`src/rtl/keypad_scanner.sv`:
```
// 4x4 keypad column scanner with per-key debounce, rise strobe and key code.
// Optional debounce is compiled in when KYPD_DEBOUNCE_EN is defined; otherwise keys follow the raw sample.
module keypad_scanner #(
   parameter int SCAN_TICKS     = 50000,
   parameter int DEBOUNCE_SCANS = 4
) (
   input  logic        clk,
   input  logic        clr,
   input  logic [3:0]  row,
   output logic [3:0]  col,
   output logic [15:0] keyout,
   output logic        key_strobe,
   output logic [3:0]  key_code
);

   localparam int TW = (SCAN_TICKS > 1) ? $clog2(SCAN_TICKS) : 1;
   localparam logic [TW-1:0] TICK_LAST = TW'(SCAN_TICKS - 1);

   logic [3:0]    row_meta;
   logic [3:0]    row_sync;
   logic [1:0]    c;
   logic [TW-1:0] tick;
   logic          sample_pt;
   logic [3:0]    samp;
   logic [15:0]   nxt_key;
   logic [15:0]   rise;
   logic [3:0]    rise_code;

   assign col       = ~(4'b0001 << c);
   assign sample_pt = (tick == TICK_LAST);
   assign samp      = ~row_sync;
   assign rise      = nxt_key & ~keyout;

`ifdef KYPD_DEBOUNCE_EN
   localparam logic [3:0] CNT_LAST = 4'(DEBOUNCE_SCANS - 1);

   logic [3:0] cnt     [16];
   logic [3:0] nxt_cnt [16];

   // NOTE: every always_comb output gets a default before any branch, so no latch can be inferred.
   always_comb begin
      nxt_key = keyout;
      nxt_cnt = cnt;
      for (int r = 0; r < 4; r++) begin
         logic [3:0] k;
         k = {c, 2'(r)};
         if (samp[r] == keyout[k]) begin
            nxt_cnt[k] = '0;
         end else if (cnt[k] == CNT_LAST) begin
            nxt_key[k] = samp[r];
            nxt_cnt[k] = '0;
         end else begin
            nxt_cnt[k] = cnt[k] + 4'd1;
         end
      end
   end
`else
   always_comb begin
      nxt_key = keyout;
      for (int r = 0; r < 4; r++) begin
         nxt_key[{c, 2'(r)}] = samp[r];
      end
   end
`endif

   // Downward scan leaves the lowest rising index as the reported code.
   always_comb begin
      rise_code = '0;
      for (int i = 15; i >= 0; i--) begin
         if (rise[i]) rise_code = 4'(i);
      end
   end

   // NOTE: sequential state uses non-blocking assignments only, so every flop sees pre-edge values.
   always_ff @(posedge clk) begin
      if (clr) begin
         row_meta   <= 4'b1111;
         row_sync   <= 4'b1111;
         c          <= '0;
         tick       <= '0;
         keyout     <= '0;
         key_strobe <= 1'b0;
         key_code   <= '0;
`ifdef KYPD_DEBOUNCE_EN
         // NOTE: the counter array is small state, not RAM, so it is cleared so a reset drops partial counts.
         for (int i = 0; i < 16; i++) cnt[i] <= '0;
`endif
      end else begin
         row_meta   <= row;
         row_sync   <= row_meta;
         key_strobe <= 1'b0;
         if (sample_pt) begin
            tick   <= '0;
            c      <= c + 2'd1;
            keyout <= nxt_key;
`ifdef KYPD_DEBOUNCE_EN
            cnt    <= nxt_cnt;
`endif
            if (|rise) begin
               key_strobe <= 1'b1;
               key_code   <= rise_code;
            end
         end else begin
            tick <= tick + TW'(1);
         end
      end
   end

endmodule

```
`config.mk`:
```
export PLATFORM = sky130hd
export DESIGN_NAME = keypad_scanner
export DESIGN_NICKNAME = d
export VERILOG_FILES = /design/src/rtl/keypad_scanner.sv
export SDC_FILE = /design/constraint.sdc
export NUM_CORES = 1
export LEC_CHECK = 0
export CAP_MARGIN = 20
export CORE_UTILIZATION = 54
export DETAILED_ROUTE_END_ITERATION = 7
export PLACE_DENSITY = 0.76
export SLEW_MARGIN = 5
export SYNTH_ARGS = -nofsm -noshare
export SYNTH_HDL_FRONTEND = slang
export SYNTH_SLANG_ARGS = --single-unit
```
`constraint.sdc`:
```
create_clock -name clk -period 2.3 [get_ports clk]
set_input_delay 0.69 -clock clk [delete_from_list [all_inputs] [get_ports clk]]
set_output_delay 0.69 -clock clk [all_outputs]
set_load 0.01 [all_outputs]
```
==> results.ini <==
[run_status]
run_status = complete, no violations

[critical_path]
crit_slowest_cell = clkdlybuf4s50_1
reg2reg_setup_slack_ns = 0.29
cp-endpoint = col[3]
path_max_fanout = 6
cpLargestDelayFamily = buffers and inverters
critPathLaunch = c[0]
r2r_end = keyout[9]
crit_chain = ha_2, inv_1, clkdlybuf4s50_1
criticalPathCategory = flop to output port
cp-start-kind = flop
cp_num_buf_inv = 2
arrival_ns = 1.52
r2r_cells = 6
worstPathRequired_ns = 1.61
r2r_start = tick[0]
cp.depth = 3
slowest_delay_ns = 0.54
endpoint_kind = output port

[synth]
yosysTopAreaCell = dfxtp_1
synth-edff-count = 0
ys_ff_latch = 47
ys_seq_area_share_pct = 40.65
yosysUniqueCellTypes = 51
synth_cells = 248
synth_area_leaders = dfxtp_1 41%, nor2_1 7.8%, a211oi_2 6.5%
ys_warn_count = 0
ys.flop_type = dfxtp_1
netlist_area_sq_um = 2315
syn_area_per_cell_sq_um = 9.334
synthArstFlopShare_pct = 0
synth_top_area_share_pct = 40.65
synth_fp_nets = 260

[cts]
ctsHoldBuffers = 0
htreeDepth = 2
clk_path_buf_depth = 2
cts_num_sinks = 47
post_cts_buffers = 0
cts-root-buf = clkbuf_8
cts_tree = yes
clk_latency_ns = 0.31
path_clk_slew_ns = 0.09
cts_made_buffers = 5

[flow_run]
max_cap_violations = 0

[grt]
overflow = 0
antenna_found_initial = 0
grt_pass1_vias = 1550
grt_pass1_wl_microns = 6893
grt_max_degree = 24
grt_usage_pct = 20.58

[routing]
wl_per_cell_microns = 13.19
ant_nets = 0
wirelength_microns = 4313
vias_per_cell = 5.434
drt_iter0_markers = 97
vias = 1777
drc = 0
dr.pass1.iters = 4

[timing]
fin_crit_sh_pct = 96.28
fin_crit_ns = 2.214
tns_ns = 0
relSlewSlack_pct = 63.77
hold_viol_final = 0
drv_slew = 0
setup_viol = 0
worst_pin_slew_ns = 0.5435
skew_ns = 0.009841
fmax_mhz = 451.6
rsz0062_at_grt = no

[placed_design]
port_buffers = 30
gp_congestion = 0.8529
dp_cells = 319
dpl.hpwl_microns = 3026

[finish]
nFillCells = 351
fin_cells = 327
syn_to_final_growth_pct = 19.08
nets = 288
drive_above_1_share_pct = 18.05
diodes = 0

[power]
ir_worst_vdd_uv = 394.3
leakage_nw = 0.9848
power_density_nw_per_um2 = 564.0

[floorplan]
io_pins = 31
coreArea_sq_um = 4058
rows = 23
die_y_microns = 67.47
die_w_microns = 67.47
dieArea_sq_um = 4552
initial_core_util_pct = 57.05

[worst_hold_path]
hold_path.class = flop to flop

-- worst min path at each step --
| stage | start | to | cells after the start |
|---|---|---|---|
| global route | row_meta[2] | row_sync[2] | 1 |
| CTS | row_meta[3] | row_sync[3] | 1 |
| floorplan | row_meta[0] | row_sync[0] | 1 |
| global placement | row_meta[0] | row_sync[0] | 1 |
| finish | row_meta[3] | row_sync[3] | 1 |
| detailed placement | row_meta[3] | row_sync[3] | 1 |
-- kinds of logic after synthesis --
logic type | Yosys count | share of synthesized area, %
flops | 47 | 40.65
xor+xnor | 13 | 4.919
buf+inv | 27 | 6.757
compound gates | 50 | 20.76
fa+ha+maj | 6 | 3.243
mux | 2 | 0.9189
simple gates | 103 | 22.76
-- synthesized netlist by cell type, types with 2 or more instances --
library cell and n:
a211o_1 2, a211oi_1 5, a211oi_2 12, a21oi_1 5, a311oi_1 2, and2_1 5, and3_1 3, buf_2 2
buf_4 6, buf_6 4, clkbuf_1 5, dfxtp_1 47, ha_1 6, inv_1 10, nand2_1 11, nand3_1 3
nand4_1 3, nor2_1 48, nor2_2 3, nor3_1 2, nor4bb_1 2, o21ai_0 9, o21ai_1 2, o221ai_1 2
o41ai_4 3, or2_2 8, or2b_1 2, or3_1 2, xnor2_1 6, xor2_1 7
-- through the flow --
stage | area [sq um] | power (mW) | util (%) | hold WS [ns] | setup slack [ns]
final | 2756 | 1.555 | 67.93 | 0.4125 | 0.08551
after global routing | 2756 | 1.607 | 67.93 | 0.4295 | 0.04646
after CTS | 2744 | 1.567 | 67.62 | 0.4134 | 0.01145
after detailed placement | 2619 | 0.9334 | 64.54 | 0.3928 | 0.1446
after global placement | 2619 | 0.9322 | 64.54 | 0.3917 | 0.1962
after floorplan | 2315 | 0.9134 | - | 0.3895 | 0.5480
-- placed cells by master (no fill, tap or decap), drive strengths merged, types with 7 or more instances in the layout --
cell type | netlist | layout
nor2 | 51 | 51
dfxtp | 47 | 47
clkdlybuf4s50 | 0 | 27
a211oi | 18 | 18
nand2 | 11 | 11
inv | 10 | 11
o21ai | 11 | 11
or2 | 9 | 9
buf | 12 | 8
xor2 | 7 | 7
-- metal layers --
metal,vias to the layer above,track usage [%],wire length (microns)
met4,0,9.840,93
met5,-,0,0
met1,823,26.51,2128
met3,11,5.405,197
met2,39,31.68,1894
li1,904,-,-
-- repair_timing --
item                       4_1_cts  5_1_grt
pin swaps                        0        0
setup endpoints to repair        4        3
gates resized for setup          4        5
-- flip-flops by register name, summed over array words and instances (netlist names) --
signal	count
c	2
key_code	4
key_strobe	1
row_sync	4
tick	16
keyout	16
row_meta	4
-- power by group --
group	switching (mW)	internal, mW	total, mW
sequential	0.0118	0.822	0.833
clock	0.285	0.358	0.642
combinational	0.0445	0.0347	0.0791
-- layout make-up --
cell class                      instances  area [sq um]  share of cell area (%)
Clock buffer                            6         82.58                   2.996
Tap cell                               50         62.56                   2.270
Sequential cell                        47         948.4                   34.41
Clock inverter                          2         38.79                   1.407
Multi-Input combinational cell        174          1222                   44.35
Inverter                               10         37.54                   1.362
Timing Repair Buffer                   38         364.1                   13.21
-- worst reg2reg max path: stages, from the launching register on --
cell and delay (ns):
dfxtp_1 0.36, ha_1 0.18, and3_1 0.24, and4_1 0.45, and2_1 0.40, nor2_1 0.09
a211oi_2 0.20
Power figures use the tool's default switching activity.
